==> config.mk <==
export PLATFORM = sky130hd
export DESIGN_NAME = avg_result_buffer
export DESIGN_NICKNAME = d
export VERILOG_FILES = /design/src/rtl/avg_result_buffer.sv
export SDC_FILE = /design/constraint.sdc
export NUM_CORES = 1
export LEC_CHECK = 0
export ABC_AREA = 1
export CORE_ASPECT_RATIO = 1.25
export CORE_MARGIN = 1
export CORE_UTILIZATION = 30
export DETAILED_ROUTE_END_ITERATION = 12
export PLACE_DENSITY = 0.47
export REMOVE_ABC_BUFFERS = 1
export SYNTH_ARGS = -nofsm -noshare
export SYNTH_HDL_FRONTEND = slang
export SYNTH_SLANG_ARGS = --single-unit
==> constraint.sdc <==
create_clock -name clk -period 2.4 [get_ports clk]
set_input_delay 0.24 -clock clk [delete_from_list [all_inputs] [get_ports clk]]
set_output_delay 0.24 -clock clk [all_outputs]
set_load 0.01 [all_outputs]
==> src/rtl/avg_result_buffer.sv <==
// rtl/avg_result_buffer.sv - rclk-domain FIFO for MAC averages with drop status; peak tracking under AVG_PEAK_TRACK_EN
module avg_result_buffer #(
  parameter int WIDTH = 8,
  parameter int DEPTH = 8,
  parameter int CNT_W = 8
) (
  input  logic                     clk,
  input  logic                     r_rst_n,
  input  logic [WIDTH-1:0]         avg_in,
  input  logic                     avg_valid,
  output logic [WIDTH-1:0]         out_data,
  output logic                     out_valid,
  input  logic                     out_ready,
  output logic [$clog2(DEPTH):0]   count,
  output logic                     overflow,
  output logic [CNT_W-1:0]         drop_cnt,
  input  logic                     clr_ovf,
  output logic [WIDTH-1:0]         peak
);

  localparam int AW = $clog2(DEPTH);
  localparam int CW = AW + 1;
  localparam logic [CW-1:0]    FULL_C  = CW'(DEPTH);
  localparam logic [CW-1:0]    ONE_C   = CW'(1);
  localparam logic [AW-1:0]    PTR_INC = AW'(1);
  localparam logic [CNT_W-1:0] CNT_MAX = {CNT_W{1'b1}};

  logic [WIDTH-1:0] mem_q [DEPTH];
  logic [WIDTH-1:0] mem_d [DEPTH];
  logic [AW-1:0]    wr_ptr_q, wr_ptr_d;
  logic [AW-1:0]    rd_ptr_q, rd_ptr_d;
  logic [CW-1:0]    count_q, count_d;
  logic             overflow_q, overflow_d;
  logic [CNT_W-1:0] drop_cnt_q, drop_cnt_d;

  logic push;
  logic pop;
  logic drop;

  // Handshake decode: a full FIFO still accepts a sample when the head leaves this cycle
  always_comb begin
    pop  = (count_q != '0) && out_ready;
    push = avg_valid && ((count_q != FULL_C) || pop);
    drop = avg_valid && (count_q == FULL_C) && !pop;
  end

  // Storage write and pointer/occupancy update; pointers wrap naturally at DEPTH
  always_comb begin
    mem_d    = mem_q;
    wr_ptr_d = wr_ptr_q;
    rd_ptr_d = rd_ptr_q;
    count_d  = count_q;
    if (push) begin
      mem_d[wr_ptr_q] = avg_in;
      wr_ptr_d        = wr_ptr_q + PTR_INC;
    end
    if (pop) begin
      rd_ptr_d = rd_ptr_q + PTR_INC;
    end
    unique case ({push, pop})
      2'b10:   count_d = count_q + ONE_C;
      2'b01:   count_d = count_q - ONE_C;
      default: count_d = count_q;
    endcase
  end

  // Drop status: a drop in the same cycle as a clear wins and restarts the count at one
  always_comb begin
    overflow_d = overflow_q;
    drop_cnt_d = drop_cnt_q;
    if (drop) begin
      overflow_d = 1'b1;
      if (clr_ovf) begin
        drop_cnt_d = {{(CNT_W-1){1'b0}}, 1'b1};
      end else if (drop_cnt_q != CNT_MAX) begin
        drop_cnt_d = drop_cnt_q + {{(CNT_W-1){1'b0}}, 1'b1};
      end
    end else if (clr_ovf) begin
      overflow_d = 1'b0;
      drop_cnt_d = '0;
    end
  end

  // FIFO state registers; reset discards contents and all status
  always_ff @(posedge clk or negedge r_rst_n) begin
    if (!r_rst_n) begin
      for (int i = 0; i < DEPTH; i++) begin
        mem_q[i] <= '0;
      end
      wr_ptr_q   <= '0;
      rd_ptr_q   <= '0;
      count_q    <= '0;
      overflow_q <= 1'b0;
      drop_cnt_q <= '0;
    end else begin
      for (int i = 0; i < DEPTH; i++) begin
        mem_q[i] <= mem_d[i];
      end
      wr_ptr_q   <= wr_ptr_d;
      rd_ptr_q   <= rd_ptr_d;
      count_q    <= count_d;
      overflow_q <= overflow_d;
      drop_cnt_q <= drop_cnt_d;
    end
  end

  // First-word fall-through output; data forced to zero when nothing is held
  always_comb begin
    out_valid = (count_q != '0);
    out_data  = out_valid ? mem_q[rd_ptr_q] : '0;
    count     = count_q;
    overflow  = overflow_q;
    drop_cnt  = drop_cnt_q;
  end

`ifdef AVG_PEAK_TRACK_EN
  logic [WIDTH-1:0] peak_q, peak_d;

  // Peak sees every strobe, including dropped ones; clear with a strobe restarts from that sample
  always_comb begin
    peak_d = peak_q;
    if (avg_valid) begin
      if (clr_ovf || (avg_in > peak_q)) begin
        peak_d = avg_in;
      end
    end else if (clr_ovf) begin
      peak_d = '0;
    end
  end

  // Peak register
  always_ff @(posedge clk or negedge r_rst_n) begin
    if (!r_rst_n) begin
      peak_q <= '0;
    end else begin
      peak_q <= peak_d;
    end
  end

  assign peak = peak_q;
`else
  assign peak = '0;
`endif

endmodule

==> results.md <==
- Buf/Inv on CP: 3
- Post-DP Area: 0.004599 sq mm
- Worst setup margin: around 0.12 ns
- Top-area cell type share of the netlist area: between 40 and 50%
- Max Clock Freq: approximately 440 MHz
- Core Area: roughly 0.013 sq mm
- Syn-to-layout area delta: 19.93%
- Routed Antenna Nets: 0
- Maximum fanout count along the critical path: 12
- Initial Util: 30.99%
- RSZ-0062 raised after global routing: false
- Synth top area cells: dfrtp_1 (50%), nand2_1 (12%), o21ai_1 (7.3%)
- R2R Path Start: count[1]$_DFFE_PN0P_
- Gr ovfl total: 0
- Dpl ws: between 0.2 and 0.3 ns
- Hold violation total from the final report: 0
- VDD IR-drop max: approximately 510 uV
- Critical path type: flip-flop to output pin
- Num rows: 47
- Mean Syn Cell Area: slightly above 8 sq um
- Crit start category: flip-flop
- Worst-skew pair later-pin latency: 0.34 ns
- Cells after DPL: roughly 700
- Reg2Reg Depth: 12
- Critical path data arrival time: roughly 2.0 ns
- Deepest clock path buffer count: 2
- Sink Count: between 80 and 90
- Final setup skew: a little over 0.004 ns
- Reg clk slew, reported paths: 0.06 ns
- Post-route setup TNS: 0 ns
- # IOs: between 40 and 50
- Worst hold path type: input pin to asynchronous set/reset pin
- Final Slew Violations: 0
- CP endpoint kind: output pin
- Power Total: between 6 and 7 mW
- Period utilization: between 90% and 100%
- Final setup violation count: 0
- Gpl congestion: 0.7795
- Pre-antenna DRT Iters: 4
- Vias in the first global route: ~3,400
- IO buf count: 34
- H-tree level count: 3
- Syn. warnings: 0
- N_diodes: 0
- Cts bufs inserted: 9
- Cell taking the most area after synthesis: dfrtp_1
- Layout Utilization: a little under two fifths
- Worst path max stage delay: roughly 0.54 ns
- Slew HR: about half
- DR vias/cell: around 4.7
- R2R Path End: count[2]$_DFFE_PN0P_
- Non-filler cells in the finished layout: ~710
- DRC viols: 0
- First-pass GRT wire length: around 17,000 um
- CP delay by family, top: buffers and inverters
- GRT Total Usage: about 16%
- Worst-path cell chain: inv_2, clkbuf_16, o21ai_0, o22ai_1, nor2_1, nor2_1, clkdlybuf4s50_1
- Pin count of the biggest net entering global routing: 48
- Reg-to-reg slack, setup: just over 0.3 ns
- Hpwl dp: around 6300 um
- Initial antenna violation count: 0
- CTS tree: yes
- Count of state elements after synthesis: 83
- Fin crit period: around 2.3 ns
- Routed len/inst: 14.13 um
- Chip Width: around 110 um
- Synth Cell Area: approximately 0.0042 sq mm
- Synth cell types: 26
- Critical Path RT: 2.16 ns
- Die area: approximately 0.014 sq mm
- P per Cell Area: between 1000 and 1500 mW/mm^2
- Leakage: 2.456 nW
- Most numerous cell on the critical path: nor2_1
- Final net count: between 500 and 600
- Post-Synthesis Cells: 502
- Die height: around 130 um
- WHS: 0.4086 ns
- Slowest cell on the critical path: clkdlybuf4s50_1
- Via count: roughly 3,400
- DRT iter0 DRCs: approximately 200
- Tightest Pin Transition: 0.7517 ns
- Max-cap viol count: 0
- Routed WL: 10,070 um
- Register area share after synthesis: about half
- Status: completed
- Root Buffer: clkbuf_16
- Fin area: around 0.005 sq mm
- Layout cell share with drive strength beyond 1: under 10%
- CP startpoint: rd_ptr_q[0]$_DFFE_PN0P_
how the worst max path moves through the flow:
stage                           endpoint  slack (ns)  cells past startpoint
global placement    count[2]$_DFFE_PN0P_        0.37                     13
global route                 out_data[6]       0.004                      8
detailed placement  count[2]$_DFFE_PN0P_        0.27                     13
CTS                          out_data[6]        0.02                      8
finish                       out_data[3]        0.12                      7
floorplan           count[2]$_DFFE_PN0P_        0.46                     12
cell type report:
cell class              instances  area (sq um)
clock buffers                  16         311.5
fillers                      1404          8424
inverters                      30         123.9
multi-input cells             370          1773
flip-flops and latches         83          2078
well taps                     171         214.0
repair buffers                 43         483.0
power by group:
group | switching, mW | internal (mW)
clock | 0.542 | 0.872
combinational | 1.57 | 1.27
sequential | 0.413 | 1.97
metal layers:
| metal | routed length (um) | global-route usage [%] | vias to the layer above |
|---|---|---|---|
| met4 | 259 | 7.991 | 0 |
| li1 | - | - | 1689 |
| met5 | 0 | 0 | - |
| met2 | 4805 | 25.95 | 48 |
| met1 | 4753 | 19.70 | 1601 |
| met3 | 253 | 2.642 | 16 |
flip-flops by register name (all words and copies together) (netlist names):
| register | count |
|---|---|
| count | 4 |
| overflow | 1 |
| rd_ptr_q | 3 |
| wr_ptr_q | 3 |
| drop_cnt | 8 |
| mem_q | 64 |
synth_stat cells:
library cell    n
a21oi_1         3
buf_2           4
buf_4           8
buf_6           3
buf_8           5
clkbuf_1        6
conb_1          1
dfrtp_1        83
ha_1            6
inv_1          29
inv_8           1
nand2_1       128
nand2_2         1
nand2_4         9
nand3_1         8
nand4_1         2
nand4_2         1
nor2_1         78
nor2_2          1
o211ai_1        9
o21ai_0        35
o21ai_1        61
o21ai_2         3
o22ai_1         9
xnor2_1         3
xor2_1          5
kinds of logic (layout without fill, tap and decap cells):
group,count (synthesis),in the layout,synth area share (%)
and+or+nand+nor,228,228,22.91
AOI/OAI and AO/OA,120,120,15.54
DFF,83,83,49.98
buffers and inverters,56,89,7.979
xor gates and xnor gates,8,8,1.686
adders and majority gates,6,6,1.807
other,1,8,0.09025
layout by cell type, fill, tap and decap left out, types with 2 or more instances in the layout:
cell             netlist  routed
clkbuf_8               0       6
buf_4                  8       4
nand4_1                2       2
nor2_1                78      78
clkdlybuf4s50_1        0      30
o21ai_2                3       3
o211ai_1               9       9
nand3_1                8       8
ha_1                   6       6
a21oi_1                3       3
conb_1                 1       8
xor2_1                 5       5
o21ai_0               35      35
inv_1                 29      27
nand2_1              128     128
clkbuf_16              0      10
dlymetal6s2s_1         0       3
nand2_4                9       9
dfrtp_1               83      82
o21ai_1               61      61
buf_12                 0       4
o22ai_1                9       9
xnor2_1                3       3
what timing repair did:
| item | CTS | global route |
|---|---|---|
| gates resized for setup | 0 | 12 |
| setup endpoints to repair | 0 | 8 |
| buffers inserted | 0 | 0 |
| hold buffers | 1 | 0 |
| endpoints found under the hold margin | 36 | 0 |
No activity file was read; power rests on OpenSTA's default activity.
